**src/rtl/mem_access_unit_if.sv**
```systemverilog
// Signal bundle joining the MEM-stage load/store controller to the pipeline and to data memory.
// MISALIGNED exists only when MEM_MISALIGN_TRAP_EN is defined.
interface mem_access_unit_if;
  logic [3:0]  READ_WRITE;
  logic [31:0] ADDRESS;
  logic [31:0] WRITE_DATA;
  logic [31:0] READ_DATA;
  logic        BUSYWAIT;
  logic        MEM_READ;
  logic        MEM_WRITE;
  logic [29:0] MEM_ADDRESS;
  logic [31:0] MEM_WRITEDATA;
  logic [3:0]  MEM_BYTE_EN;
  logic [31:0] MEM_READDATA;
  logic        MEM_BUSYWAIT;
`ifdef MEM_MISALIGN_TRAP_EN
  logic        MISALIGNED;
`endif

  modport master (
    input  READ_WRITE, ADDRESS, WRITE_DATA, MEM_READDATA, MEM_BUSYWAIT,
    output READ_DATA, BUSYWAIT, MEM_READ, MEM_WRITE, MEM_ADDRESS,
           MEM_WRITEDATA, MEM_BYTE_EN
`ifdef MEM_MISALIGN_TRAP_EN
    , output MISALIGNED
`endif
  );

  modport slave (
    output READ_WRITE, ADDRESS, WRITE_DATA, MEM_READDATA, MEM_BUSYWAIT,
    input  READ_DATA, BUSYWAIT, MEM_READ, MEM_WRITE, MEM_ADDRESS,
           MEM_WRITEDATA, MEM_BYTE_EN
`ifdef MEM_MISALIGN_TRAP_EN
    , input MISALIGNED
`endif
  );
endinterface

```
**src/rtl/mem_access_unit.sv**
```systemverilog
// MEM-stage load/store controller: byte/half/word accesses against a variable-latency word memory.
// Optional MEM_MISALIGN_TRAP_EN turns misaligned half/word accesses into a strobe-less MISALIGNED cycle.
module mem_access_unit (
  input  logic              CLK,
  input  logic              RESET,
  mem_access_unit_if.master bus
);

  typedef enum logic [1:0] {IDLE, ACCESS, DONE} state_e;
  typedef enum logic [1:0] {SZ_BYTE, SZ_HALF, SZ_WORD} size_e;

  typedef struct packed {
    logic  valid;
    logic  load;
    logic  zext;
    size_e size;
  } op_t;

  function automatic op_t decode(input logic [3:0] code);
    op_t op;
    op.valid = 1'b1;
    op.load  = 1'b0;
    op.zext  = 1'b0;
    op.size  = SZ_WORD;
    case (code)
      4'b1000: begin op.load = 1'b1; op.size = SZ_BYTE; end
      4'b1001: begin op.load = 1'b1; op.size = SZ_HALF; end
      4'b1010: op.load = 1'b1;
      4'b1100: begin op.load = 1'b1; op.zext = 1'b1; op.size = SZ_BYTE; end
      4'b1101: begin op.load = 1'b1; op.zext = 1'b1; op.size = SZ_HALF; end
      4'b0001: op.size = SZ_BYTE;
      4'b0010: op.size = SZ_HALF;
      4'b0011: op.size = SZ_WORD;
      default: op.valid = 1'b0;
    endcase
    return op;
  endfunction

  op_t         op_in;
  state_e      state_q;
  logic        load_q, zext_q;
  size_e       size_q;
  logic [1:0]  lane_q;
  logic        mem_read_q, mem_write_q;
  logic [29:0] mem_address_q;
  logic [31:0] mem_writedata_q, read_data_q;
  logic [3:0]  mem_byte_en_q;
  logic [3:0]  byte_en_d;
  logic [31:0] writedata_d, read_data_d;
  logic [7:0]  byte_sel;
  logic [15:0] half_sel;
  logic        take_trap;

  assign op_in = decode(bus.READ_WRITE);

  // NOTE: every always_comb output gets a default first so no path leaves it unassigned (no latch).
  always_comb begin
    byte_en_d   = 4'b1111;
    writedata_d = bus.WRITE_DATA;
    case (op_in.size)
      SZ_BYTE: begin
        byte_en_d   = 4'b0001 << bus.ADDRESS[1:0];
        writedata_d = {4{bus.WRITE_DATA[7:0]}};
      end
      SZ_HALF: begin
        byte_en_d   = 4'b0011 << {bus.ADDRESS[1], 1'b0};
        writedata_d = {2{bus.WRITE_DATA[15:0]}};
      end
      default: ;
    endcase
    if (op_in.load) byte_en_d = 4'b0000;
  end

  always_comb begin
    case (lane_q)
      2'd0:    byte_sel = bus.MEM_READDATA[7:0];
      2'd1:    byte_sel = bus.MEM_READDATA[15:8];
      2'd2:    byte_sel = bus.MEM_READDATA[23:16];
      default: byte_sel = bus.MEM_READDATA[31:24];
    endcase
    half_sel = lane_q[1] ? bus.MEM_READDATA[31:16] : bus.MEM_READDATA[15:0];
    case (size_q)
      SZ_BYTE: read_data_d = zext_q ? {24'h0, byte_sel} : {{24{byte_sel[7]}}, byte_sel};
      SZ_HALF: read_data_d = zext_q ? {16'h0, half_sel} : {{16{half_sel[15]}}, half_sel};
      default: read_data_d = bus.MEM_READDATA;
    endcase
  end

`ifdef MEM_MISALIGN_TRAP_EN
  always_comb begin
    case (op_in.size)
      SZ_HALF: take_trap = bus.ADDRESS[0];
      SZ_WORD: take_trap = |bus.ADDRESS[1:0];
      default: take_trap = 1'b0;
    endcase
  end

  logic misaligned_q;
  always_ff @(posedge CLK or posedge RESET) begin
    if (RESET) misaligned_q <= 1'b0;
    else       misaligned_q <= (state_q == IDLE) && op_in.valid && take_trap;
  end
  assign bus.MISALIGNED = misaligned_q;
`else
  assign take_trap = 1'b0;
`endif

  // NOTE: sequential state uses non-blocking assignments so every register samples pre-edge values.
  always_ff @(posedge CLK or posedge RESET) begin
    if (RESET) begin
      state_q         <= IDLE;
      load_q          <= 1'b0;
      zext_q          <= 1'b0;
      size_q          <= SZ_WORD;
      lane_q          <= 2'd0;
      mem_read_q      <= 1'b0;
      mem_write_q     <= 1'b0;
      mem_address_q   <= '0;
      mem_writedata_q <= '0;
      mem_byte_en_q   <= '0;
      read_data_q     <= '0;
    end else begin
      case (state_q)
        IDLE: begin
          if (op_in.valid && take_trap) begin
            state_q     <= DONE;
            read_data_q <= '0;
          end else if (op_in.valid) begin
            state_q         <= ACCESS;
            load_q          <= op_in.load;
            zext_q          <= op_in.zext;
            size_q          <= op_in.size;
            lane_q          <= bus.ADDRESS[1:0];
            mem_read_q      <= op_in.load;
            mem_write_q     <= !op_in.load;
            mem_address_q   <= bus.ADDRESS[31:2];
            mem_writedata_q <= writedata_d;
            mem_byte_en_q   <= byte_en_d;
          end
        end
        ACCESS: begin
          if (!bus.MEM_BUSYWAIT) begin
            state_q     <= DONE;
            mem_read_q  <= 1'b0;
            mem_write_q <= 1'b0;
            if (load_q) read_data_q <= read_data_d;
          end
        end
        // The pipeline advances out of DONE, so the code still present here is stale.
        DONE:    state_q <= IDLE;
        default: state_q <= IDLE;
      endcase
    end
  end

  assign bus.BUSYWAIT      = !RESET && (((state_q == IDLE) && op_in.valid) || (state_q == ACCESS));
  assign bus.READ_DATA     = read_data_q;
  assign bus.MEM_READ      = mem_read_q;
  assign bus.MEM_WRITE     = mem_write_q;
  assign bus.MEM_ADDRESS   = mem_address_q;
  assign bus.MEM_WRITEDATA = mem_writedata_q;
  assign bus.MEM_BYTE_EN   = mem_byte_en_q;

endmodule

```
**src/flat_wrapper.sv**
```systemverilog
// flat-port wrapper written by rule: the top's interface ports become plain ports
module mem_access_unit_flat 
  (CLK, RESET, bus_READ_WRITE, bus_ADDRESS, bus_WRITE_DATA, bus_MEM_READDATA, bus_MEM_BUSYWAIT, bus_READ_DATA, bus_BUSYWAIT, bus_MEM_READ, bus_MEM_WRITE, bus_MEM_ADDRESS, bus_MEM_WRITEDATA, bus_MEM_BYTE_EN);
  mem_access_unit_if bus_i ();
  input  logic CLK;
  input  logic RESET;
  input wire logic [$bits(bus_i.READ_WRITE)-1:0] bus_READ_WRITE;
  input wire logic [$bits(bus_i.ADDRESS)-1:0] bus_ADDRESS;
  input wire logic [$bits(bus_i.WRITE_DATA)-1:0] bus_WRITE_DATA;
  input wire logic [$bits(bus_i.MEM_READDATA)-1:0] bus_MEM_READDATA;
  input wire logic [$bits(bus_i.MEM_BUSYWAIT)-1:0] bus_MEM_BUSYWAIT;
  output wire logic [$bits(bus_i.READ_DATA)-1:0] bus_READ_DATA;
  output wire logic [$bits(bus_i.BUSYWAIT)-1:0] bus_BUSYWAIT;
  output wire logic [$bits(bus_i.MEM_READ)-1:0] bus_MEM_READ;
  output wire logic [$bits(bus_i.MEM_WRITE)-1:0] bus_MEM_WRITE;
  output wire logic [$bits(bus_i.MEM_ADDRESS)-1:0] bus_MEM_ADDRESS;
  output wire logic [$bits(bus_i.MEM_WRITEDATA)-1:0] bus_MEM_WRITEDATA;
  output wire logic [$bits(bus_i.MEM_BYTE_EN)-1:0] bus_MEM_BYTE_EN;
  assign bus_i.READ_WRITE = bus_READ_WRITE;
  assign bus_i.ADDRESS = bus_ADDRESS;
  assign bus_i.WRITE_DATA = bus_WRITE_DATA;
  assign bus_i.MEM_READDATA = bus_MEM_READDATA;
  assign bus_i.MEM_BUSYWAIT = bus_MEM_BUSYWAIT;
  assign bus_READ_DATA = bus_i.READ_DATA;
  assign bus_BUSYWAIT = bus_i.BUSYWAIT;
  assign bus_MEM_READ = bus_i.MEM_READ;
  assign bus_MEM_WRITE = bus_i.MEM_WRITE;
  assign bus_MEM_ADDRESS = bus_i.MEM_ADDRESS;
  assign bus_MEM_WRITEDATA = bus_i.MEM_WRITEDATA;
  assign bus_MEM_BYTE_EN = bus_i.MEM_BYTE_EN;
  mem_access_unit u_core (.CLK(CLK), .RESET(RESET), .bus(bus_i));
endmodule
```
**config.mk**
```make
export PLATFORM = sky130hd
export DESIGN_NAME = mem_access_unit_flat
export DESIGN_NICKNAME = d
export VERILOG_FILES = /design/src/rtl/mem_access_unit_if.sv /design/src/rtl/mem_access_unit.sv /design/src/flat_wrapper.sv
export SDC_FILE = /design/constraint.sdc
export NUM_CORES = 1
export LEC_CHECK = 0
export ABC_AREA = 1
export CAP_MARGIN = 25
export CELL_PAD_IN_SITES_DETAIL_PLACEMENT = 1
export CELL_PAD_IN_SITES_GLOBAL_PLACEMENT = 2
export CORE_ASPECT_RATIO = 0.5
export CORE_MARGIN = 8
export CORE_UTILIZATION = 26
export CTS_CLUSTER_SIZE = 8
export DETAILED_ROUTE_END_ITERATION = 7
export PLACE_DENSITY_LB_ADDON = 0.08
export SYNTH_ARGS = -nofsm -noshare
export SYNTH_HDL_FRONTEND = slang
export SYNTH_SLANG_ARGS = --single-unit
```
**constraint.sdc**
```tcl
create_clock -name CLK -period 6.1 [get_ports CLK]
set_input_delay 1.22 -clock CLK [delete_from_list [all_inputs] [get_ports CLK]]
set_output_delay 1.22 -clock CLK [all_outputs]
set_load 0.02 [all_outputs]
```
After elaboration in Yosys (flattened, before gate mapping)
Index checks and enable logic that the tools add are counted.
- equality and inequality tests: 15
- shift operators: 2
- mux-type cells: 20
- bitwise logic cells: 1
- reductions and logical operators: 19
- operator list (cell ; number):
    one-hot mux 32 bit (2 select lines) ; 2
    2-to-1 mux 32 bit ; 2
    one-hot mux 8 bit (3 select lines) ; 1
    equality test 4 bit (second input constant) ; 5
    2-to-1 mux 16 bit ; 1
    equality test 2 x 1 -> 1 bit (second input constant) ; 4
    equality test 4 x 2 -> 1 bit (second input constant) ; 2
    zero test 2 bit ; 4
    one-hot mux 2 bit (2 select lines) ; 2
    one-hot mux 4 bit (2 select lines) ; 1
    OR reduction 8 bit ; 1
    2-to-1 mux 1 bit ; 6
    AND reduction 3 bit ; 2
    OR reduction 3 bit ; 2
    OR reduction 5 bit ; 1
    equality test 4 x 1 -> 1 bit (second input constant) ; 1
    2-to-1 mux 2 bit ; 2
    2-to-1 mux 4 bit ; 1
    one-hot mux 1 bit (2 select lines) ; 2
    AND reduction 2 bit ; 2
    << shifter 1 x 2 -> 4 bit (first input constant) ; 1
    << shifter 2 x 2 -> 4 bit (first input constant) ; 1
    equality test 2 bit (second input constant) ; 1
    logical AND 1 bit ; 2
    7 further kinds ; 8
- register bits after elaboration: 108

Logic depth before layout (Yosys ltp)
- depth in word-level cells: 6
- depth in mapped cells: 11
- mapped depth without buffers: 10

Least setup slack after synthesis
OpenSTA, ideal clock, no wires.
- path kind: in2out
- start: input bus_READ_WRITE[3]
- end: output bus_BUSYWAIT
- data arrival time: 2.247 ns
- setup slack: 2.633 ns
- stages on the path: 7
- path buffers: 2
- cells stage by stage: nor2_4 -> o21ai_2 -> nand3_1 -> nand2_2 -> buf_6 -> buf_4 -> a21oi_1
- word-level cells in the longest chain between the ends: 6
- elaborated cells between the ends (all ways): 13
- those cells by class: 8 x eq/ne; 1 x mux; 4 x reduce/logical
- RTL lines (item ; RTL line ; text):
    start, declared ; flat_wrapper.sv:7 ; input wire logic [$bits(bus_i.READ_WRITE)-1:0] bus_READ_WRITE;
    equality test 4 x 2 -> 1 bit (tied with other cells) ; mem_access_unit.sv:25 ; case (code)
    OR reduction 8 bit (no source line) (*) ; n/a ;
    2-to-1 mux 1 bit (*) ; mem_access_unit.sv:25 ;
    logical AND 1 bit (*) ; mem_access_unit.sv:156 ; assign bus.BUSYWAIT = !RESET && (((state_q == IDLE) && op_in.valid) || (state_q == ACCESS));
    logical OR 1 bit (*) ; mem_access_unit.sv:156 ;
    logical AND 1 bit (*) ; mem_access_unit.sv:156 ;
    end, declared ; flat_wrapper.sv:13 ; output wire logic [$bits(bus_i.BUSYWAIT)-1:0] bus_BUSYWAIT;
Every way passes the cells marked *; elsewhere a longest branch is shown, timed or not.

Final worst setup path
Same ends and word-level chain as after synthesis.

==> reports/metrics.cfg <==
[synth]
synth_commonest_cells = nand2_1, dfrtp_1, inv_1, nand3_1, a21oi_1
synthCells = 719
yosys.area.top_type = dfrtp_1
ys.flop_type = dfrtp_1
yosys_warnings = 0
async_flop_share_pct = 100
ys_seq_elements = 108
ys_seq_area_share_pct = 50.1
syn_avg_cell_area_sq_um = 7.51
synth_area_sq_mm = 0.00540
synth_nets = 822
ys_types = 27
yosysMostFrequentCell = nand2_1
yosys.area.top_type_share_pct = 49.6
synthTopCellsByArea = dfrtp_1, nand2_1, nand3_1
synth-edff-count = 0

[timing]
worst_pin_slew_ps = 1030
period_needed_ps = 4220
slew_headroom_pct = 31.1
fmax_mhz = 237
finalHoldViolCount = 0
drv_slew = 0
rsz0062_at_grt = no
worst_clock_skew_ps = 5.00
finalSetupViolCount = 0
fin_tns_setup_ps = 0
fin_crit_sh_pct = 69.2

[global_routing]
antenna_found_initial = 1
overflow = 0
grt_pass1_wl_microns = 32200
grt_max_degree = 88
grtUsageTotal_pct = 15.6
grt_pass1_vias = 5627

[worst_setup_path]
reg2reg_to = u_core.bus.READ_DATA[25]
critPathMaxFanout = 6
worstSetupPathType = primary input to output pin
startpoint_type = primary input
reg2reg_slack_ps = 3410
reg2regPathDepth = 7
crit_path_end_kind = output pin
cp.arrival_ps = 3000
cp.required_ps = 4880
reg2reg_from = u_core.lane_q[1]

[cts]
post_cts_buffers = 0
numCtsBuffers = 9
cts_buffer_depth = 2
cts_root_buf = clkbuf_16
clk_pin_slew_ps = 80
cts_max_level = 3
cts_tree = yes
clk_latency_ps = 350
cts_resized = 0
cts_hold_buf = 0
cts_sinks = 108

[run_status]
status = complete, no violations

[floorplanning]
fp.dieH_microns = 118
initial_utilization_pct = 26.4
pin_count = 204
die_w_microns = 220
fp.dieArea_sq_mm = 0.0259
row_count = 37
core_area_sq_mm = 0.0205

[drt]
wl_met2_microns = 9760
drt_iter0_markers = 245
num_vias = 5179
wl_per_cell_microns = 17.2
antenna_left = 0
via_per_inst = 4.39
drc = 0
maxUsedRoutingLayer = met5
dr.pass1.iters = 6
wirelength_microns = 20300
wl_met3_microns = 1090
wl_met1_microns = 9390

[min_path]
min_to = u_core.bus.MEM_WRITEDATA[12]
hold_start = u_core.bus.MEM_WRITEDATA[12]
hp-class = flip-flop to flip-flop
holdPathStages = 2

[cells_and_area]
syn_to_final_growth_pct = 47.0
fin_area_sq_mm = 0.00794
drive_gt1_share_pct = 6.17
finalNetCount = 1005

[place]
gp_congestion = 0.755
placed_area_sq_mm = 0.00759
io_buffers = 203
dp_hpwl_microns = 14700

[pwr]
vdd_drop_max_mv = 0.155
p_leak_nw = 3.89
p_per_area_mw_per_mm2 = 504

[job]
max_cap_violations = 0

## per-layer routing
layer  up-vias  GRT usage [%]
met3         8           4.39
met1      2494           20.0
li1       2583              -
met5         -              0
met4         2           2.35
met2        92           26.4
## cells by family after synthesis
kind of cell / Yosys count / share of synthesized area, %
buffers and inverters: 95 / 8.32
AO/OA/AOI/OAI: 77 / 7.44
flip-flops: 108 / 50.1
AND/OR/NAND/NOR: 439 / 34.2
## flip-flops by register name, summed over array words and instances (netlist names)
name	flops
u_core.zext_q	1
u_core.bus.MEM_ADDRESS	30
u_core.bus.READ_DATA	32
u_core.bus.MEM_WRITE	1
u_core.lane_q	2
u_core.size_q	2
u_core.bus.MEM_WRITEDATA	32
u_core.state_q	2
u_core.bus.MEM_READ	1
u_core.bus.MEM_BYTE_EN	4
u_core.load_q	1
## placed cells by master (no fill, tap or decap), drive strengths merged
cell type | netlist | final
a21boi | 1 | 1
a21oi | 34 | 34
a31oi | 1 | 1
buf | 24 | 4
bufinv | 0 | 2
clkbuf | 11 | 12
clkdlybuf4s50 | 0 | 203
clkinvlp | 0 | 2
dfrtp | 107 | 107
dfstp | 1 | 1
diode | 0 | 1
inv | 60 | 60
nand2 | 335 | 335
nand3 | 50 | 50
nand4 | 1 | 1
nor2 | 35 | 35
nor3b | 1 | 1
o21ai | 34 | 34
o22ai | 7 | 7
or2 | 17 | 17
## where the power goes
part	total [mW]	switching [mW]	internal (mW)	leakage, nW
registers	1.33	0.269	1.06	1.32
logic	2.02	1.13	0.894	2.43
clock network	0.643	0.282	0.362	0.143
total	4.00	1.68	2.32	3.89
## worst max path at each step
stage	from	endpoint	slack, ps	cells after the start
2_1_floorplan	RESET	u_core.bus.MEM_ADDRESS[0]	2040	1
3_3_place_gp	bus_READ_WRITE[3]	u_core.bus.MEM_WRITEDATA[22]	1870	9
3_5_place_dp	bus_READ_WRITE[3]	bus_BUSYWAIT	1870	7
4_1_cts	bus_READ_WRITE[3]	bus_BUSYWAIT	1870	7
5_1_grt	bus_READ_WRITE[3]	bus_BUSYWAIT	1770	7
6_report	bus_READ_WRITE[3]	bus_BUSYWAIT	1880	7
## worst max-delay path, stage by stage
cell and delay (ps):
clkdlybuf4s50_1 550, nor2_4 220, o21ai_2 90, nand3_1 120, nand2_4 50, a21oi_1 130
clkdlybuf4s50_1 620
## layout make-up
class | instances | area [sq um]
Clock inverter | 4 | 75.1
Clock buffer | 12 | 236
Sequential cell | 108 | 2700
Fill cell | 2498 | 12500
Multi-Input combinational cell | 516 | 2250
Timing Repair Buffer | 207 | 2090
Tap cell | 273 | 342
Antenna cell | 1 | 2.50
Inverter | 60 | 230
## per-stage QoR
stage                     hold WS (ps)  std cells  total power [mW]  utilization, %  setup slack (ps)
after floorplan                    453        719              2.41               -              2040
after global placement             462       1162              3.37            37.0              1870
after detailed placement           464       1163              3.41            37.1              1870
after CTS                          484       1179              4.08            38.6              1870
after global routing               504       1180              4.29            38.8              1770
final                              481       1181              4.00            38.8              1880
Power figures use the tool's default switching activity.
